## config.mk

```make
export PLATFORM = sky130hd
export DESIGN_NAME = pic_pc_stack_unit_flat
export DESIGN_NICKNAME = d
export VERILOG_FILES = /design/src/rtl/pic_pc_stack_if.sv /design/src/rtl/pic_pc_stack_unit.sv /design/src/flat_wrapper.sv
export SDC_FILE = /design/constraint.sdc
export NUM_CORES = 1
export LEC_CHECK = 0
export ABC_AREA = 1
export CAP_MARGIN = 40
export CORE_AREA = 4 4 109 111
export CTS_CLUSTER_SIZE = 30
export DETAILED_ROUTE_END_ITERATION = 10
export DIE_AREA = 0 0 113 115
export HOLD_SLACK_MARGIN = 0.1
export PLACE_DENSITY = 0.87
export SLEW_MARGIN = 20
export SYNTH_ARGS = -nofsm -noshare
export SYNTH_HDL_FRONTEND = slang
export SYNTH_SLANG_ARGS = --single-unit
export TNS_END_PERCENT = 50
```

## constraint.sdc

```tcl
create_clock -name clk -period 2.5 [get_ports clk]
set_input_delay 0.25 -clock clk [delete_from_list [all_inputs] [get_ports clk]]
set_output_delay 0.25 -clock clk [all_outputs]
set_load 0.03 [all_outputs]
```

## src/rtl/pic_pc_stack_if.sv

```systemverilog
// Decoder <-> PC/stack unit bundle: PC-action strobes and jump literals in, PC and stack status out.
interface pic_pc_stack_if #(
    parameter int PC_WIDTH    = 13,
    parameter int JADDR_WIDTH = 11,
    parameter int SP_WIDTH    = 3
);
    logic                   pc_incr_en;
    logic                   pc_j_en;
    logic                   pc_j_and_push_en;
    logic                   pc_j_by_pop_en;
    logic [JADDR_WIDTH-1:0] pc_j_addr;
    logic                   int_vector_en;
    logic                   pclath_wr_en;
    logic [PC_WIDTH-9:0]    pclath_in;
    logic                   pcl_wr_en;
    logic [7:0]             pcl_in;
    logic                   stk_flag_clr;

    logic [PC_WIDTH-1:0]    pc_out;
    logic [PC_WIDTH-9:0]    pclath_out;
    logic [SP_WIDTH-1:0]    stack_ptr;
    logic                   stack_full;
    logic                   stack_empty;
    logic                   stk_ovf;
    logic                   stk_unf;
    logic                   stack_reset_req;

    modport master (
        output pc_incr_en, pc_j_en, pc_j_and_push_en, pc_j_by_pop_en, pc_j_addr,
               int_vector_en, pclath_wr_en, pclath_in, pcl_wr_en, pcl_in, stk_flag_clr,
        input  pc_out, pclath_out, stack_ptr, stack_full, stack_empty, stk_ovf, stk_unf,
               stack_reset_req
    );

    modport slave (
        input  pc_incr_en, pc_j_en, pc_j_and_push_en, pc_j_by_pop_en, pc_j_addr,
               int_vector_en, pclath_wr_en, pclath_in, pcl_wr_en, pcl_in, stk_flag_clr,
        output pc_out, pclath_out, stack_ptr, stack_full, stack_empty, stk_ovf, stk_unf,
               stack_reset_req
    );
endinterface

```

## src/rtl/pic_pc_stack_unit.sv

```systemverilog
// Program counter, PCLATH paging latch and circular hardware return stack.
// PIC_STACK_OVF_RESET_EN: overflow/underflow discard the stack op and pulse stack_reset_req.
module pic_pc_stack_unit #(
    parameter int                    PC_WIDTH     = 13,
    parameter int                    JADDR_WIDTH  = 11,
    parameter int                    STACK_DEPTH  = 8,
    parameter int                    SP_WIDTH     = 3,
    parameter logic [PC_WIDTH-1:0]   RESET_VECTOR = 13'h000,
    parameter logic [PC_WIDTH-1:0]   INT_VECTOR   = 13'h004
) (
    input  logic             clk,
    input  logic             rst,
    pic_pc_stack_if.slave    bus
);
    localparam int                PLW     = PC_WIDTH - 8;
    localparam logic [SP_WIDTH:0] DEPTH_C = (SP_WIDTH+1)'(STACK_DEPTH);

    logic [PC_WIDTH-1:0] pc_q, pc_d;
    logic [PLW-1:0]      pclath_q, pclath_d;
    logic [SP_WIDTH-1:0] ptr_q, ptr_d;
    logic [SP_WIDTH:0]   cnt_q, cnt_d;
    logic                ovf_q, ovf_d;
    logic                unf_q, unf_d;
    logic [PC_WIDTH-1:0] stack_q [STACK_DEPTH];

    logic [PC_WIDTH-1:0] pc_plus1, target, push_data;
    logic [SP_WIDTH-1:0] ptr_m1;
    logic                full, empty, push, stk_wr_en, ovf_set, unf_set;
`ifdef PIC_STACK_OVF_RESET_EN
    logic                req_q, req_d;
`endif

    assign pc_plus1 = pc_q + PC_WIDTH'(1);
    assign ptr_m1   = ptr_q - SP_WIDTH'(1);
    assign target   = {pclath_q[PLW-1:JADDR_WIDTH-8], bus.pc_j_addr};
    assign full     = (cnt_q == DEPTH_C);
    assign empty    = (cnt_q == '0);

    always_comb begin
        pc_d      = pc_q;
        pclath_d  = bus.pclath_wr_en ? bus.pclath_in : pclath_q;
        ptr_d     = ptr_q;
        cnt_d     = cnt_q;
        push      = 1'b0;
        push_data = pc_q;
        stk_wr_en = 1'b0;
        ovf_set   = 1'b0;
        unf_set   = 1'b0;
`ifdef PIC_STACK_OVF_RESET_EN
        req_d     = 1'b0;
`endif
        if (bus.int_vector_en) begin
            push      = 1'b1;
            push_data = pc_q;
            pc_d      = INT_VECTOR;
        end else if (bus.pc_j_by_pop_en) begin
            if (empty) begin
                unf_set = 1'b1;
`ifdef PIC_STACK_OVF_RESET_EN
                pc_d    = RESET_VECTOR;
                req_d   = 1'b1;
`else
                pc_d    = stack_q[ptr_m1];
                ptr_d   = ptr_m1;
`endif
            end else begin
                pc_d  = stack_q[ptr_m1];
                ptr_d = ptr_m1;
                cnt_d = cnt_q - 1'b1;
            end
        end else if (bus.pc_j_and_push_en) begin
            push      = 1'b1;
            push_data = pc_plus1;
            pc_d      = target;
        end else if (bus.pc_j_en) begin
            pc_d = target;
        end else if (bus.pcl_wr_en) begin
            pc_d = {pclath_q, bus.pcl_in};
        end else if (bus.pc_incr_en) begin
            pc_d = pc_plus1;
        end

        // A full push still loads the new PC; only the stack side changes behaviour.
        if (push) begin
            if (full) begin
                ovf_set = 1'b1;
`ifdef PIC_STACK_OVF_RESET_EN
                req_d     = 1'b1;
`else
                stk_wr_en = 1'b1;
                ptr_d     = ptr_q + SP_WIDTH'(1);
`endif
            end else begin
                stk_wr_en = 1'b1;
                ptr_d     = ptr_q + SP_WIDTH'(1);
                cnt_d     = cnt_q + 1'b1;
            end
        end

        ovf_d = ovf_set | (ovf_q & ~bus.stk_flag_clr);
        unf_d = unf_set | (unf_q & ~bus.stk_flag_clr);
    end

    always_ff @(posedge clk) begin
        if (rst) begin
            pc_q     <= RESET_VECTOR;
            pclath_q <= '0;
            ptr_q    <= '0;
            cnt_q    <= '0;
            ovf_q    <= 1'b0;
            unf_q    <= 1'b0;
        end else begin
            pc_q     <= pc_d;
            pclath_q <= pclath_d;
            ptr_q    <= ptr_d;
            cnt_q    <= cnt_d;
            ovf_q    <= ovf_d;
            unf_q    <= unf_d;
        end
    end

    always_ff @(posedge clk) begin
        if (stk_wr_en && !rst) stack_q[ptr_q] <= push_data;
    end

`ifdef PIC_STACK_OVF_RESET_EN
    always_ff @(posedge clk) begin
        if (rst) req_q <= 1'b0;
        else     req_q <= req_d;
    end
    assign bus.stack_reset_req = req_q;
`else
    assign bus.stack_reset_req = 1'b0;
`endif

    assign bus.pc_out      = pc_q;
    assign bus.pclath_out  = pclath_q;
    assign bus.stack_ptr   = ptr_q;
    assign bus.stack_full  = full;
    assign bus.stack_empty = empty;
    assign bus.stk_ovf     = ovf_q;
    assign bus.stk_unf     = unf_q;
endmodule
```

## src/flat_wrapper.sv

```systemverilog
// flat-port wrapper written by rule: the top's interface ports become plain ports
module pic_pc_stack_unit_flat 
#(
    parameter int                    PC_WIDTH     = 13,
    parameter int                    JADDR_WIDTH  = 11,
    parameter int                    STACK_DEPTH  = 8,
    parameter int                    SP_WIDTH     = 3,
    parameter logic [PC_WIDTH-1:0]   RESET_VECTOR = 13'h000,
    parameter logic [PC_WIDTH-1:0]   INT_VECTOR   = 13'h004
)
  (clk, rst, bus_pc_incr_en, bus_pc_j_en, bus_pc_j_and_push_en, bus_pc_j_by_pop_en, bus_pc_j_addr, bus_int_vector_en, bus_pclath_wr_en, bus_pclath_in, bus_pcl_wr_en, bus_pcl_in, bus_stk_flag_clr, bus_pc_out, bus_pclath_out, bus_stack_ptr, bus_stack_full, bus_stack_empty, bus_stk_ovf, bus_stk_unf, bus_stack_reset_req);
  pic_pc_stack_if #(.PC_WIDTH(PC_WIDTH), .JADDR_WIDTH(JADDR_WIDTH), .SP_WIDTH(SP_WIDTH)) bus_i ();
  input  logic clk;
  input  logic rst;
  input wire logic [$bits(bus_i.pc_incr_en)-1:0] bus_pc_incr_en;
  input wire logic [$bits(bus_i.pc_j_en)-1:0] bus_pc_j_en;
  input wire logic [$bits(bus_i.pc_j_and_push_en)-1:0] bus_pc_j_and_push_en;
  input wire logic [$bits(bus_i.pc_j_by_pop_en)-1:0] bus_pc_j_by_pop_en;
  input wire logic [$bits(bus_i.pc_j_addr)-1:0] bus_pc_j_addr;
  input wire logic [$bits(bus_i.int_vector_en)-1:0] bus_int_vector_en;
  input wire logic [$bits(bus_i.pclath_wr_en)-1:0] bus_pclath_wr_en;
  input wire logic [$bits(bus_i.pclath_in)-1:0] bus_pclath_in;
  input wire logic [$bits(bus_i.pcl_wr_en)-1:0] bus_pcl_wr_en;
  input wire logic [$bits(bus_i.pcl_in)-1:0] bus_pcl_in;
  input wire logic [$bits(bus_i.stk_flag_clr)-1:0] bus_stk_flag_clr;
  output wire logic [$bits(bus_i.pc_out)-1:0] bus_pc_out;
  output wire logic [$bits(bus_i.pclath_out)-1:0] bus_pclath_out;
  output wire logic [$bits(bus_i.stack_ptr)-1:0] bus_stack_ptr;
  output wire logic [$bits(bus_i.stack_full)-1:0] bus_stack_full;
  output wire logic [$bits(bus_i.stack_empty)-1:0] bus_stack_empty;
  output wire logic [$bits(bus_i.stk_ovf)-1:0] bus_stk_ovf;
  output wire logic [$bits(bus_i.stk_unf)-1:0] bus_stk_unf;
  output wire logic [$bits(bus_i.stack_reset_req)-1:0] bus_stack_reset_req;
  assign bus_i.pc_incr_en = bus_pc_incr_en;
  assign bus_i.pc_j_en = bus_pc_j_en;
  assign bus_i.pc_j_and_push_en = bus_pc_j_and_push_en;
  assign bus_i.pc_j_by_pop_en = bus_pc_j_by_pop_en;
  assign bus_i.pc_j_addr = bus_pc_j_addr;
  assign bus_i.int_vector_en = bus_int_vector_en;
  assign bus_i.pclath_wr_en = bus_pclath_wr_en;
  assign bus_i.pclath_in = bus_pclath_in;
  assign bus_i.pcl_wr_en = bus_pcl_wr_en;
  assign bus_i.pcl_in = bus_pcl_in;
  assign bus_i.stk_flag_clr = bus_stk_flag_clr;
  assign bus_pc_out = bus_i.pc_out;
  assign bus_pclath_out = bus_i.pclath_out;
  assign bus_stack_ptr = bus_i.stack_ptr;
  assign bus_stack_full = bus_i.stack_full;
  assign bus_stack_empty = bus_i.stack_empty;
  assign bus_stk_ovf = bus_i.stk_ovf;
  assign bus_stk_unf = bus_i.stk_unf;
  assign bus_stack_reset_req = bus_i.stack_reset_req;
  pic_pc_stack_unit #(.PC_WIDTH(PC_WIDTH), .JADDR_WIDTH(JADDR_WIDTH), .STACK_DEPTH(STACK_DEPTH), .SP_WIDTH(SP_WIDTH), .RESET_VECTOR(RESET_VECTOR), .INT_VECTOR(INT_VECTOR)) u_core (.clk(clk), .rst(rst), .bus(bus_i));
endmodule
```

# ---- Word-level counts from Yosys, hierarchy flattened
# Memory sizes are Yosys's and may differ from the RTL's.
# Cells that the tools add are included.
dict set report word_totals {
  regBits 27
  ram_bits 104
  in_bits 34
  out_inout_bits 26
  elab_cells 56
  mem_count 1
}
dict set report classes {
  addsub 5
  n_eq_ne 2
  muxes 28
  bitwise 5
  reduce_logical 8
}
# memory depth width rd rd_clocked_by_memory_dff wr line_no
set mem_list {}
lappend mem_list {u_core.stack_q 8 13 1 0 1 pic_pc_stack_unit.sv:24} ;# logic [PC_WIDTH-1:0] stack_q [STACK_DEPTH];
# cell n
set ops {}
lappend ops {{$mux W13} 8}
lappend ops {{$mux W4} 5}
lappend ops {{$add A13 B1 Y13 const B} 1}
lappend ops {{$mux W3} 4}
lappend ops {{$mux W1} 11}
lappend ops {{$reduce_bool A6 Y1} 1}
lappend ops {{$reduce_bool A5 Y1} 1}
lappend ops {{$add A4 B1 Y4 const B} 1}
lappend ops {{$eq A4 B4 Y1 const B} 1}
lappend ops {{$logic_not A4 Y1} 1}
lappend ops {{$sub A4 B1 Y4 const B} 1}
lappend ops {{$add A3 B1 Y3 const B} 1}
lappend ops {{$sub A3 B1 Y3 const B} 1}
lappend ops {{$and A1 B1 Y1} 2}
lappend ops {{$ne A2 B1 Y1 const B} 1}
lappend ops {{$or A1 B1 Y1} 2}
lappend ops {{$reduce_and A2 Y1} 1}
lappend ops {{$reduce_bool A2 Y1} 1}
lappend ops {{$reduce_or A2 Y1} 1}
lappend ops {{$logic_and A1 B1 Y1} 1}
lappend ops {{$logic_not A1 Y1} 1}
lappend ops {{$not A1 Y1} 1}

# ---- Depth between registers and ports, before layout
dict set report depth {
  word_depth 7
  ltp_mapped 15
  depth_no_buf 10
}

# ---- Worst setup path after synthesis
# No wires, ideal clock.
dict set report synth_path {
  path_kind {reg2reg}
  startpoint {register u_core.ptr_q[0], in the netlist u_core.bus.stack_ptr[0]}
  endpoint {register u_core.pc_q[5], in the netlist u_core.bus.pc_out[5]}
  setup_time_ns 0.115
  arrival_time_ns 2.211
  t_required_ns 2.385
  path_slack_ns 0.173
  path_stages_with_launch 15
  path_buffers 5
  period_less_slack_ns 2.327
  path_cell_list {dfxtp_1 buf_4 inv_2 buf_6 buf_2 ha_1 buf_2 clkbuf_1 nor2_1 o21ai_0 o211ai_1 nand3_1 nand2_1 nor2_1 nor2_1}
}
dict set report synth_via {
  elab_chain_cells 3
}
# item line_no
set synth_lines {}
lappend synth_lines {{from (decl)} pic_pc_stack_unit.sv:20} ;# logic [SP_WIDTH-1:0] ptr_q, ptr_d;
lappend synth_lines {{from (signal assigned)} pic_pc_stack_unit.sv:115} ;# ptr_q <= ptr_d;
lappend synth_lines {{$sub A3 B1 Y3} pic_pc_stack_unit.sv:34} ;# assign ptr_m1 = ptr_q - SP_WIDTH'(1);
lappend synth_lines {{$mem_v2 Z8 W13} -}
lappend synth_lines {{$mux W13} pic_pc_stack_unit.sv:56} ;# end else if (bus.pc_j_by_pop_en) begin
lappend synth_lines {{to (signal assigned)} pic_pc_stack_unit.sv:113} ;# pc_q <= pc_d;
lappend synth_lines {{to (decl)} pic_pc_stack_unit.sv:18} ;# logic [PC_WIDTH-1:0] pc_q, pc_d;
# No other way between the ends.
# A chain may end at the register's enable or synchronous reset.

# ---- Worst setup path in the final report
dict set report layout_path {
  startpoint {register u_core.cnt_q[0]}
  endpoint {output port bus_stack_empty}
}
dict set report layout_via {
  elab_chain_cells 1
}
# item line_no
set layout_lines {}
lappend layout_lines {{from (decl)} pic_pc_stack_unit.sv:21} ;# logic [SP_WIDTH:0] cnt_q, cnt_d;
lappend layout_lines {{from (signal assigned)} pic_pc_stack_unit.sv:116} ;# cnt_q <= cnt_d;
lappend layout_lines {{$logic_not A4 Y1} pic_pc_stack_unit.sv:37} ;# assign empty = (cnt_q == '0);
lappend layout_lines {{to (decl)} flat_wrapper.sv:30} ;# output wire logic [$bits(bus_i.stack_empty)-1:0] bus_stack_empty;
# No other way between the ends.

==> results.sh <==
export IMPL_floorplan_io_pins=60
export IMPL_r2r_worst_path_cells=7
export IMPL_layout_area_overhead_vs_synth_pct=24.6
export IMPL_n_antenna_cell=0
export IMPL_worst_slew_margin_rel=0.471
export IMPL_drv_cap=0
export IMPL_critical_path_reg2reg_startpoint="u_core.bus.pc_out[1]"
export IMPL_drcViolationCount=0
export IMPL_fin_hold_ws_ns=0.347
export IMPL_critical_path_slowest_cell="clkdlybuf4s50_1"
export IMPL_die_width_um=113
export IMPL_worstHoldPathType="primary input to flop"
export IMPL_worstSetupPathDepth=5
export IMPL_combPwrFrac=0.170
export IMPL_grt_setup_unrepaired="no"
export IMPL_crit_buf_inv=2
export IMPL_dpl_hpwl_mm=10.9
export IMPL_synthCells=656
export IMPL_cts_max_level=4
export IMPL_hold_path_endpoint="u_core.bus.pclath_out[1]"
export IMPL_p_switching_mw=1.68
export IMPL_routed_wire_length_per_instance_um=18.7
export IMPL_max_clock_path_buffers=2
export IMPL_synth_avg_cell_area_um2=9.39
export IMPL_finalHoldViolations=0
export IMPL_worstPathCellList="inv_1, ha_1, nand2_1, nor2_1, clkdlybuf4s50_1"
export IMPL_cts_reportedPaths_clkPinSlew_ns=0.06
export IMPL_setup_worst_path_class="flop to primary output"
export IMPL_ff2ff_setup_slack_ns=0.25
export IMPL_path_max_fanout=5
export IMPL_final_layout_size_suffix_gt1_frac=0.115
export IMPL_grt_util_met2=0.441
export IMPL_highest_cell_delay_on_the_worst_timing_path_ns=0.71
export IMPL_dr_first_iter_drc_count=653
export IMPL_power_leakage_nw=2.94
export IMPL_wl_mm=16.7
export IMPL_cts_tree="done"
export IMPL_dieArea_mm2=0.0130
export IMPL_total_power_mw=6.32
export IMPL_achievable_frequency_ghz=0.432
export IMPL_setup_violations_final=0
export IMPL_hold_crit_depth=3
export IMPL_reg2reg_to="u_core.stack_q[5][8]"
export IMPL_grt_util_met3=0.0726
export IMPL_viasPerCell=5.78
export IMPL_syn_num_nets=695
export IMPL_drtAntennaViolNets=0
export IMPL_placed_cell_area_mm2=0.00700
export IMPL_grt_pass1_wl_mm=26.7
export IMPL_share_clk_of_total_power=0.432
export IMPL_root_buffer="clkbuf_8"
export IMPL_gr_usage_met1=0.344
export IMPL_fill_cells=734
export IMPL_end_kind="primary output"
export IMPL_design_final_nets=780
export IMPL_pwr_share_seq=0.398
export IMPL_start_util=0.571
export IMPL_worst_ep_arrival_time_ns=2.07
export IMPL_pin_count_of_the_biggest_net_entering_global_routing=56
export IMPL_grt_overflow=0
export IMPL_start_kind="flop"
export IMPL_count_of_pins_over_their_slew_limit=0
export IMPL_port_buffer_count=58
export IMPL_insertion_delay_ns=0.53
export IMPL_hold_path_startpoint="bus_pclath_in[1]"
export IMPL_synthesized_area_mm2=0.00616
export IMPL_fin_setup_tns_ns=0
export IMPL_post_route_design_area_mm2=0.00768
export IMPL_std_cell_rows=38
export IMPL_worstMarginPinSlew_ns=0.791
export IMPL_sequential_element_share_of_the_synthesized_area=0.595
export IMPL_yosysWarningCount=0
export IMPL_swShare=0.266
export IMPL_worst_path_dominant_cell_family="buffers and inverters"
export IMPL_fp_dieH_um=115
export IMPL_top_usage_layer="met2"
export IMPL_num_vias=5170
export IMPL_worst_endpoint_required_ns=2.25
export IMPL_powerDensity_mw_per_mm2=823
export IMPL_cts_hold_buf=0
export IMPL_period_share=0.926
export IMPL_grt_antenna_before_repair=0
export IMPL_internal_power_mw=4.64
export IMPL_cts_setup_buffers=0
export IMPL_ys_seq_elements=131
export IMPL_finish_utilization=0.711
export IMPL_core_area_mm2=0.0108
export IMPL_drt_pre_antenna_iters=5
export IMPL_via_count_of_the_first_global_routing_pass=5223
export IMPL_worst_ir_drop_vdd_mv=0.519
export IMPL_netlist_cell_type_count=36
export IMPL_tritoncts_num_buffers=17
export IMPL_clk_skew_ns=0.00955
export IMPL_period_needed_ns=2.32
export IMPL_clock_sink_count=131
export IMPL_weighted_congestion_reported_at_the_end_of_routability_driven_placement=0.899
export IMPL_global_route_usage_total=0.269
export IMPL_outcome="complete, no violations"
-- worst reg2reg max path: cells and delay by family (launching register included) --
family	cells	cell delay, ns
xor gates and xnor gates	1	0.63
and+or+nand+nor	4	0.51
DFF	1	0.43
adders and majority gates	1	0.24
buffers and inverters	1	0.14
-- cells in the final DEF (no fill, tap or decap), types with 7 or more instances in the layout --
cell type,synthesis,routed
nor2_1,127,127
edfxtp_1,104,104
nand2_1,88,88
o21ai_0,81,81
clkdlybuf4s50_1,0,57
inv_1,48,48
nand3_1,40,40
a21oi_1,38,38
buf_4,2,31
dfxtp_1,27,27
clkbuf_16,0,16
o21ai_1,14,14
xor2_1,13,13
o211ai_1,7,7
-- cell usage after synthesis (all sizes together) --
master	instances	area (um2)
a21oi	39	199
a22oi	1	7.51
a32o	1	10.0
buf	18	114
clkbuf	9	37.5
clkinv	1	3.75
conb	1	3.75
dfxtp	27	541
edfxtp	104	3120
ha	5	62.6
inv	55	209
nand2	92	355
nand3	40	200
nand4	4	25.0
nor2	132	518
nor3	1	16.3
o211ai	8	65.1
o21ai	95	475
o21bai	2	15.0
o221ai	1	8.76
o22ai	3	18.8
or2	2	12.5
xnor2	2	25.0
xor2	13	114
-- power by group through the flow --
stage	combinational (mW)	sequential (mW)	clock [mW]
after detailed placement	1.03	2.56	0
after global routing	1.17	2.52	2.86
final	1.07	2.52	2.73
after global placement	0.998	2.55	0
after floorplan	0.582	2.61	0
after CTS	1.05	2.51	2.74
-- cells by family (layout without fill, tap and decap cells) --
kind of cell / count (synthesis) / in the layout / synth area share
AOI/OAI and AO/OA: 150 / 150 / 0.130
other: 1 / 1 / 0.000609
xor gates and xnor gates: 15 / 15 / 0.0225
adders and majority gates: 5 / 5 / 0.0102
buffers and inverters: 83 / 181 / 0.0591
and+or+nand+nor: 271 / 271 / 0.183
DFF: 131 / 131 / 0.595
-- metal layers --
metal,part of all wire,vias up
met5,0,-
met1,0.38,2377
met2,0.48,338
li1,-,2399
met3,0.11,56
met4,0.035,0
-- how the worst max path moves through the flow --
stage	from	endpoint	slack, ns
6_report	u_core.cnt_q[0]	bus_stack_empty	0.18
5_1_grt	u_core.cnt_q[0]	bus_stack_empty	0.08
4_1_cts	u_core.bus.stack_ptr[0]	bus_stack_ptr[0]	0.05
3_5_place_dp	bus_pc_j_and_push_en	u_core.stack_q[0][8]	0.18
3_3_place_gp	bus_pc_j_and_push_en	u_core.stack_q[5][8]	0.29
2_1_floorplan	u_core.bus.stack_ptr[0]	u_core.bus.pc_out[5]	0.17
-- area by class of cell --
| cell class | instances | area [um2] | area share |
|---|---|---|---|
| clock buffers | 17 | 414 | 0.0540 |
| clock inverters | 15 | 236 | 0.0308 |
| inverters | 56 | 213 | 0.0277 |
| multi-input cells | 442 | 2130 | 0.278 |
| flip-flops and latches | 131 | 3660 | 0.477 |
| well taps | 140 | 175 | 0.0228 |
| repair buffers | 93 | 842 | 0.110 |
-- stage by stage --
step                      cells  setup slack, ns
after floorplan             656            0.173
after global placement      859            0.289
after detailed placement    859            0.182
after CTS                   891           0.0507
after global routing        894           0.0778
final                       894            0.184
-- repair_timing --
item | in CTS | in global routing
gates resized for setup | 0 | 2
endpoints found under the setup margin | 0 | 2
endpoints found under the hold margin | 0 | 0
-- registers in the layout, summed over array words and instances, names as in the netlist --
signal                 flops
u_core.stack_q           104
u_core.bus.pc_out         13
u_core.bus.pclath_out      5
u_core.cnt_q               4
u_core.bus.stack_ptr       3
u_core.bus.stk_ovf         1
u_core.bus.stk_unf         1
Power figures use the tool's default switching activity.
